[config.mk]
export PLATFORM = sky130hd
export DESIGN_NAME = spike_rate_monitor
export DESIGN_NICKNAME = d
export VERILOG_FILES = /design/src/rtl/spike_mon_pkg.sv /design/src/rtl/spike_edge_detect.sv /design/src/rtl/spike_rate_monitor.sv
export SDC_FILE = /design/constraint.sdc
export NUM_CORES = 1
export LEC_CHECK = 0
export CAP_MARGIN = 20
export CORE_MARGIN = 4
export CORE_UTILIZATION = 25
export CTS_CLUSTER_DIAMETER = 120
export CTS_CLUSTER_SIZE = 14
export DETAILED_ROUTE_END_ITERATION = 10
export GPL_ROUTABILITY_DRIVEN = 0
export PLACE_DENSITY = 0.48
export SETUP_SLACK_MARGIN = 0.3
export SLEW_MARGIN = 15
export SYNTH_ARGS = -nofsm -noshare
export SYNTH_HDL_FRONTEND = slang
export SYNTH_SLANG_ARGS = --single-unit
[constraint.sdc]
create_clock -name clk -period 4.7 [get_ports clk]
set_clock_uncertainty 0.2 [all_clocks]
set_input_delay 0.705 -clock clk [delete_from_list [all_inputs] [get_ports clk]]
set_output_delay 0.705 -clock clk [all_outputs]
set_load 0.02 [all_outputs]
[src/rtl/spike_mon_pkg.sv]
// rtl/spike_mon_pkg.sv - shared widths, ISI state encoding and saturating add for the spike rate monitor
package spike_mon_pkg;

  localparam int CNT_W = 8;
  localparam logic [CNT_W-1:0] SAT_MAX = 8'hFF;

  typedef enum logic [1:0] {
    NONE,
    ONE,
    TWO
  } isi_state_t;

  function automatic logic [CNT_W-1:0] sat_inc(input logic [CNT_W-1:0] value,
                                               input logic [CNT_W-1:0] inc);
    logic [CNT_W:0] sum;
    sum = {1'b0, value} + {1'b0, inc};
    return sum[CNT_W] ? SAT_MAX : sum[CNT_W-1:0];
  endfunction

endpackage

[src/rtl/spike_edge_detect.sv]
// rtl/spike_edge_detect.sv - tick-gated rising-edge detector on the neuron spike level
module spike_edge_detect (
  input  logic clk,
  input  logic rst_n,
  input  logic tick,
  input  logic spike,
  input  logic clr,
  output logic spike_event
);

  logic prev;

  always_ff @(posedge clk or negedge rst_n) begin
    if (!rst_n) begin
      prev <= 1'b0;
    end else if (clr) begin
      prev <= 1'b0;
    end else if (tick) begin
      prev <= spike;
    end
  end

  // A tick coinciding with clr is discarded, so it must not produce an event.
  assign spike_event = tick && spike && !prev && !clr;

endmodule

[src/rtl/spike_rate_monitor.sv]
// rtl/spike_rate_monitor.sv - windowed spike rate, last inter-spike interval and burst flag
module spike_rate_monitor
  import spike_mon_pkg::*;
#(
  parameter int WINDOW_TICKS = 16,
  parameter int BURST_ISI    = 4
) (
  input  logic             clk,
  input  logic             rst_n,
  input  logic             tick,
  input  logic             spike,
  input  logic             clr,
  output logic [CNT_W-1:0] rate,
  output logic             rate_valid,
  output logic [CNT_W-1:0] isi,
  output logic             isi_valid,
  output logic             burst
);

  localparam logic [CNT_W-1:0] WIN_LAST  = 8'(WINDOW_TICKS - 1);
  localparam logic [CNT_W-1:0] BURST_LIM = 8'(BURST_ISI);

  logic             spike_event;
  isi_state_t       state, state_nxt;
  logic [CNT_W-1:0] win_cnt, win_cnt_nxt;
  logic [CNT_W-1:0] acc, acc_nxt;
  logic [CNT_W-1:0] isi_cnt, isi_cnt_nxt;
  logic [CNT_W-1:0] rate_nxt, isi_nxt;
  logic             rate_valid_nxt, isi_valid_nxt, burst_nxt;
  logic [CNT_W-1:0] ev_inc;

  spike_edge_detect u_edge (
    .clk         (clk),
    .rst_n       (rst_n),
    .tick        (tick),
    .spike       (spike),
    .clr         (clr),
    .spike_event (spike_event)
  );

  always_ff @(posedge clk or negedge rst_n) begin
    if (!rst_n) begin
      state      <= NONE;
      win_cnt    <= '0;
      acc        <= '0;
      isi_cnt    <= '0;
      rate       <= '0;
      rate_valid <= 1'b0;
      isi        <= '0;
      isi_valid  <= 1'b0;
      burst      <= 1'b0;
    end else begin
      state      <= state_nxt;
      win_cnt    <= win_cnt_nxt;
      acc        <= acc_nxt;
      isi_cnt    <= isi_cnt_nxt;
      rate       <= rate_nxt;
      rate_valid <= rate_valid_nxt;
      isi        <= isi_nxt;
      isi_valid  <= isi_valid_nxt;
      burst      <= burst_nxt;
    end
  end

  always_comb begin
    state_nxt      = state;
    win_cnt_nxt    = win_cnt;
    acc_nxt        = acc;
    isi_cnt_nxt    = isi_cnt;
    rate_nxt       = rate;
    isi_nxt        = isi;
    rate_valid_nxt = 1'b0;
    ev_inc         = {{(CNT_W-1){1'b0}}, spike_event};

    if (clr) begin
      state_nxt   = NONE;
      win_cnt_nxt = '0;
      acc_nxt     = '0;
      isi_cnt_nxt = '0;
      rate_nxt    = '0;
      isi_nxt     = '0;
    end else if (tick) begin
      if (win_cnt == WIN_LAST) begin
        rate_nxt       = sat_inc(acc, ev_inc);
        acc_nxt        = '0;
        win_cnt_nxt    = '0;
        rate_valid_nxt = 1'b1;
      end else begin
        acc_nxt     = sat_inc(acc, ev_inc);
        win_cnt_nxt = win_cnt + 8'd1;
      end

      case (state)
        NONE: begin
          if (spike_event) begin
            state_nxt   = ONE;
            isi_cnt_nxt = '0;
          end
        end
        ONE, TWO: begin
          if (spike_event) begin
            state_nxt   = TWO;
            isi_nxt     = sat_inc(isi_cnt, 8'd1);
            isi_cnt_nxt = '0;
          end else begin
            isi_cnt_nxt = sat_inc(isi_cnt, 8'd1);
          end
        end
        default: state_nxt = NONE;
      endcase
    end

    // Flags come from next-state values so they land on the same edge as the event.
    isi_valid_nxt = (state_nxt == TWO);
    burst_nxt     = (state_nxt == TWO) && (isi_nxt <= BURST_LIM);
  end

endmodule

==> results.json, run 1 <==
{
  "initialDrtViolationCount": 119,
  "setup_ws_ps": 1450,
  "grt_pass1_vias": 2059,
  "clk_latency_ps": 300,
  "io_buffers": 23,
  "status": "finished clean",
  "slew_viol_final": 0,
  "place_area_um2": 2810,
  "worstMarginPinSlew_ps": 614,
  "reg2reg_to": "acc[2]$_DFFE_PN0P_",
  "nNetsFinal": 291,
  "synth_top_area_share_pct": 47.1,
  "synthTopCellsByArea": "dfrtp_1 47%, o21ai_0 5.1%, nand2_1 4.6%",
  "critPathRequiredTime_ps": 4750,
  "finalWirelength_um": 5960,
  "synth.area.mux_share_pct": 1.69,
  "criticalPathCategory": "input port to flop",
  "post-route-period-util_pct": 69.1,
  "p_leak_nw": 1.26,
  "postRouteAntennaNets": 0,
  "setup_viol_count_final": 0,
  "initial_core_util_pct": 26.1,
  "slowest_stage": "clkdlybuf4s50_1",
  "synth-async-reset-ratio_pct": 100,
  "synth.most_common_cell": "dfrtp_1",
  "dp_hpwl_um": 4240,
  "synth_top_family_by_area": "simple AND/OR/NAND/NOR gates",
  "slew_headroom_pct": 58.9,
  "ir_drop_mv": 0.0934,
  "synth-simple-area-share_pct": 21.8,
  "finalHoldViolations": 0,
  "multi_input_area_um2": 1230,
  "drtPass1Iterations": 4,
  "crit_path_max_incr_delay_ps": 860,
  "r2r_setup_slack_ps": 2330,
  "ys_seq_area_share_pct": 47.1,
  "avgSynthCellArea_um2": 9.55,
  "wire_per_inst_um": 14.5,
  "nFillCells": 1009,
  "die_y_um": 107,
  "clkSlewWorstSetupHoldPaths_ps": 90,
  "critPathMostFrequentCell": "ha_1",
  "num_rows": 35,
  "cts_sinks": 46,
  "vias": 1977,
  "crit_fanout": 15,
  "clock_path_buffers": 2,
  "die_x_um": 107,
  "synth_compound_area_share_pct": 20.0,
  "startpoint_type": "input port",
  "synth_area_leader_cell": "dfrtp_1",
  "post-cts-setup-buffers": 0,
  "synth_adder_area_share_pct": 3.07,
  "synth-seq-cells": 46,
  "design.die.area_um2": 11400,
  "drc": 0,
  "vias_per_cell": 4.82,
  "tns_ps": 0,
  "max_cap_viol_count": 0,
  "cts_resized": 0,
  "max_freq_mhz": 308,
  "grt.total_usage_pct": 11.3,
  "finalCriticalPeriod_ps": 3250,
  "root_buffer": "clkbuf_8",
  "grt_max_degree": 47,
  "grt_pass1_wl_um": 10600,
  "synth_edf_count": 0,
  "synthDistinctLibCells": 46,
  "fin_util_pct": 31.0,
  "ys.flop_type": "dfrtp_1",
  "core_area_um2": 9370,
  "worst-endpoint-arrival_ps": 3290,
  "syn_area_um2": 2440,
  "grt_antenna_before_repair": 0,
  "grt_remaining_overflow": 0,
  "rsz0062_at_grt": "false",
  "io_pins": 24,
  "cts_buffers": 5,
  "htreeDepth": 2,
  "drive_gt1_share_pct": 9.96,
  "yosys_warnings": 0,
  "regArea_um2": 1150,
  "reg2reg_depth": 8,
  "post-route-cell-area_um2": 2900,
  "hp-class": "input port to async pin",
  "antenna_cells": 0,
  "end_kind": "flop",
  "postCtsHoldBufs": 0,
  "synthTopCellsByCount": "46 x dfrtp_1, 30 x nand2_1, 25 x o21ai_0",
  "netlist_instances": 256,
  "powerDensity_nw_per_um2": 257,
  "syn2layout_area_growth_pct": 18.7,
  "synth_xor_area_share_pct": 3.94,
  "synth_nets": 267,
  "crit_chain": "clkdlybuf4s50_1 -> nand2_1 -> nor2_1 -> ha_1 -> ha_1 -> and3_1 -> nand3_1 -> o21ai_0 -> a22o_1",
  "pre_cts_ws_ps": 1110,
  "r2r_start": "u_edge.prev$_DFFE_PN0P_",
  "cts_tree": "done"
}
[cells by family (layout without fill, tap and decap cells)]
family	Yosys count	in the layout
flops	46	46
xor+xnor	11	11
fa+ha+maj	6	6
simple gates	101	101
compound gates	73	73
mux	4	4
buf+inv	15	40
[metrics by stage]
step / std cells / total power [mW] / hold slack [ps]
floorplan: 256 / 0.462 / 209
global placement: 402 / 0.493 / 275
detailed placement: 402 / 0.493 / 282
CTS: 410 / 0.757 / 302
global route: 410 / 0.779 / 240
finish: 410 / 0.744 / 199
[per-layer routing]
layer  GRT usage, %  routed length, µm
met1           15.6               3000
met2           17.4               2610
met3           2.47                197
met4           4.29                154
met5              0                  0
[worst max-delay path, delay by kind of cell]
kind	cells	cell delay (ps)
adders and majority gates	2	460
and+or+nand+nor	4	950
AOI/OAI and AO/OA	2	310
buffers and inverters	1	860
[where the power goes]
part	internal [mW]	leakage [nW]	switching, mW
combinational	0.0282	0.569	0.0489
clock	0.119	0.0482	0.141
sequential	0.402	0.638	0.00565
[state kept, by name (all words and copies together) (netlist names)]
signal	cells
state	2
acc	8
rate	8
burst	1
win_cnt	8
u_edge.prev	1
isi_valid	1
isi	8
isi_cnt	8
rate_valid	1
[final cells by class]
| cell class | count | area share [%] |
|---|---|---|
| clock buffers | 7 | 2.98 |
| multi-input cells | 195 | 42.5 |
| flip-flops and latches | 46 | 39.7 |
| well taps | 129 | 5.56 |
| inverters | 8 | 1.03 |
| repair buffers | 24 | 8.11 |
| clock inverters | 1 | 0.172 |
[how the worst max path moves through the flow]
stage / cells after the start / end / start
after floorplan: 10 / acc[2]$_DFFE_PN0P_ / clr
after global placement: 9 / acc[3]$_DFFE_PN0P_ / tick
after detailed placement: 9 / acc[2]$_DFFE_PN0P_ / tick
after CTS: 9 / acc[4]$_DFFE_PN0P_ / tick
after global routing: 9 / acc[2]$_DFFE_PN0P_ / tick
final: 9 / acc[2]$_DFFE_PN0P_ / tick
[cell usage in the layout, fill, tap and decap left out, types with 2 or more instances in the layout]
cell | Yosys | routed
a21oi_2 | 2 | 2
a211oi_1 | 2 | 2
o21ai_0 | 25 | 25
and3_1 | 9 | 9
inv_2 | 2 | 2
mux2i_1 | 3 | 3
nand3_1 | 16 | 16
nor2_1 | 19 | 19
clkbuf_8 | 0 | 6
and2_1 | 2 | 2
and4_1 | 2 | 2
clkdlybuf4s50_1 | 0 | 22
inv_1 | 6 | 6
or3_1 | 2 | 2
a21o_1 | 4 | 4
ha_1 | 6 | 6
nand2_1 | 30 | 30
xnor2_1 | 5 | 5
nor3_1 | 3 | 3
buf_4 | 0 | 2
a31oi_1 | 6 | 6
a31o_2 | 3 | 3
or2_2 | 2 | 2
o21ai_1 | 3 | 3
a22o_1 | 10 | 10
dfrtp_1 | 46 | 46
nor4_1 | 2 | 2
o21ai_2 | 3 | 3
a21oi_1 | 9 | 9
nand4_1 | 4 | 4
xor2_1 | 6 | 6
nand2b_1 | 2 | 2
(Power assumes the default switching activity.)
==> run 2: changes to the inputs <==
clock period = 2.99 ns   (was 4.7 ns; I/O delays follow)
==> run 2 against run 1 <==
Sequential cell count did not move; sequential share of layout area fell by 0.61 points; count of clock-buffer cells in the layout did not move; combinational power rose by 62%; routed wire length rose by 0.42%; first-iteration DRC count fell by 24%; die area did not move; clock power rose by 55%; power rose by 57%; via count rose by 2.4%; register-to-register slack got worse by 1600 ps.
==> results.json, run 2 (synthesis results as in run 1) <==
{
  "grt.total_usage_pct": 11.2,
  "grt_antenna_before_repair": 0,
  "layout_common_cells": "46 x dfrtp_1, 30 x nand2_1, 25 x o21ai_0",
  "multi_input_area_um2": 1230,
  "clock_path_buffers": 2,
  "postRouteAntennaNets": 0,
  "grt_pass1_vias": 2037,
  "reg2reg_depth": 8,
  "core_area_um2": 9370,
  "drive_gt1_share_pct": 11.5,
  "crit_fanout": 7,
  "crit_path_max_incr_delay_ps": 490,
  "holdWs_ps": 289,
  "initialDrtViolationCount": 90,
  "drc": 0,
  "hp-class": "flop to flop",
  "io_pins": 24,
  "cts_tree": "done",
  "drtPass1Iterations": 4,
  "pre_cts_ws_ps": 198,
  "syn2layout_area_growth_pct": 20.5,
  "p_leak_nw": 1.28,
  "cts_buffers": 5,
  "finalWirelength_um": 5980,
  "vias": 2024,
  "regArea_um2": 1150,
  "max_freq_mhz": 405,
  "clkSlewWorstSetupHoldPaths_ps": 90,
  "max_cap_viol_count": 0,
  "worstMarginPinSlew_ps": 561,
  "worst_setup_path_endpoint": "acc[3]$_DFFE_PN0P_",
  "grt_remaining_overflow": 0,
  "wire_per_inst_um": 14.4,
  "r2r_setup_slack_ps": 760,
  "slowest_stage": "clkdlybuf4s50_1",
  "setup_ws_ps": 519,
  "post-cts-setup-buffers": 0,
  "cts_resized": 0,
  "tns_ps": 0,
  "post-route-period-util_pct": 82.7,
  "startpoint_type": "input port",
  "critPathTopFamily": "simple AND/OR/NAND/NOR gates",
  "fin_util_pct": 31.4,
  "finalHoldViolations": 0,
  "status": "finished clean",
  "vias_per_cell": 4.87,
  "die_y_um": 107,
  "crit_chain": "clkdlybuf4s50_1 -> inv_2 -> nand2_1 -> nor2_1 -> ha_1 -> ha_1 -> and3_1 -> nand3_1 -> o21ai_0 -> a22o_1",
  "slew_viol_final": 0,
  "postCtsHoldBufs": 1,
  "slew_headroom_pct": 62.5,
  "ir_drop_mv": 0.193,
  "end_kind": "flop",
  "initial_core_util_pct": 26.1,
  "dp_hpwl_um": 4370,
  "rsz0062_at_grt": "false",
  "cts_sinks": 46,
  "num_rows": 35,
  "htreeDepth": 2,
  "setup_viol_count_final": 0,
  "powerDensity_nw_per_um2": 397,
  "grt_pass1_wl_um": 10400,
  "criticalPathCategory": "input port to flop",
  "crit_start": "clr",
  "nFillCells": 1009,
  "root_buffer": "clkbuf_8",
  "clk_latency_ps": 300,
  "die_x_um": 107,
  "antenna_cells": 0,
  "io_buffers": 23,
  "critPathMostFrequentCell": "ha_1",
  "nNetsFinal": 297,
  "path_buf_inv": 2,
  "worst-endpoint-arrival_ps": 2470,
  "mostFrequentLayoutCell": "dfrtp_1",
  "reg2reg_to": "acc[3]$_DFFE_PN0P_",
  "finalCriticalPeriod_ps": 2470,
  "r2r_start": "u_edge.prev$_DFFE_PN0P_",
  "grt_max_degree": 25,
  "critPathRequiredTime_ps": 2980,
  "cp_num_cells": 10,
  "design.die.area_um2": 11400
}
## run 2: cell types whose count changed in the layout (fill, tap and decap cells not counted)
cell / change
dlygate4sd3_1: +1
buf_2: +1
buf_4: +4
## run 2: tightest hold or removal path: stages (launching register included)
cell and delay (ps):
dfrtp_1 360, nand2_1 50, o21ai_0 60
## run 2: metal layers
metal  global-route usage (%)  routed length [µm]
met5                        0                   0
met4                     2.10                  24
met3                     2.95                 246
met2                     17.5                2740
met1                     15.8                2980
## run 2: stage by stage
step | area [µm²] | instances | power, mW
after detailed placement | 2850 | 407 | 0.779
final | 2950 | 416 | 1.17
after global placement | 2850 | 407 | 0.779
after CTS | 2950 | 416 | 1.19
after global routing | 2950 | 416 | 1.24
after floorplan | 2440 | 256 | 0.727
## run 2: area by class of cell
cell class | instances | share of cell area (%)
Multi-Input combinational cell | 195 | 41.8
Sequential cell | 46 | 39.1
Timing Repair Buffer | 30 | 9.51
Tap cell | 129 | 5.48
Clock buffer | 7 | 2.93
Inverter | 8 | 1.02
Clock inverter | 1 | 0.170
## run 2: worst min path at each step
stage | startpoint | to | slack (ps) | cells after the start
2_1_floorplan | rst_n | acc[0]$_DFFE_PN0P_ | -50 | 0
3_3_place_gp | rst_n | acc[2]$_DFFE_PN0P_ | 280 | 1
3_5_place_dp | rst_n | acc[2]$_DFFE_PN0P_ | 280 | 1
4_1_cts | rate[0]$_DFFE_PN0P_ | rate[0]$_DFFE_PN0P_ | 290 | 2
5_1_grt | rate[7]$_DFFE_PN0P_ | rate[7]$_DFFE_PN0P_ | 320 | 2
6_report | rate[1]$_DFFE_PN0P_ | rate[1]$_DFFE_PN0P_ | 290 | 2
## run 2: power breakdown
part / leakage (nW) / total (mW) / internal (mW) / switching, mW
Combinational: 0.596 / 0.125 / 0.0479 / 0.0774
Sequential: 0.638 / 0.640 / 0.631 / 0.00874
Clock: 0.0482 / 0.403 / 0.187 / 0.216
Total: 1.28 / 1.17 / 0.866 / 0.302
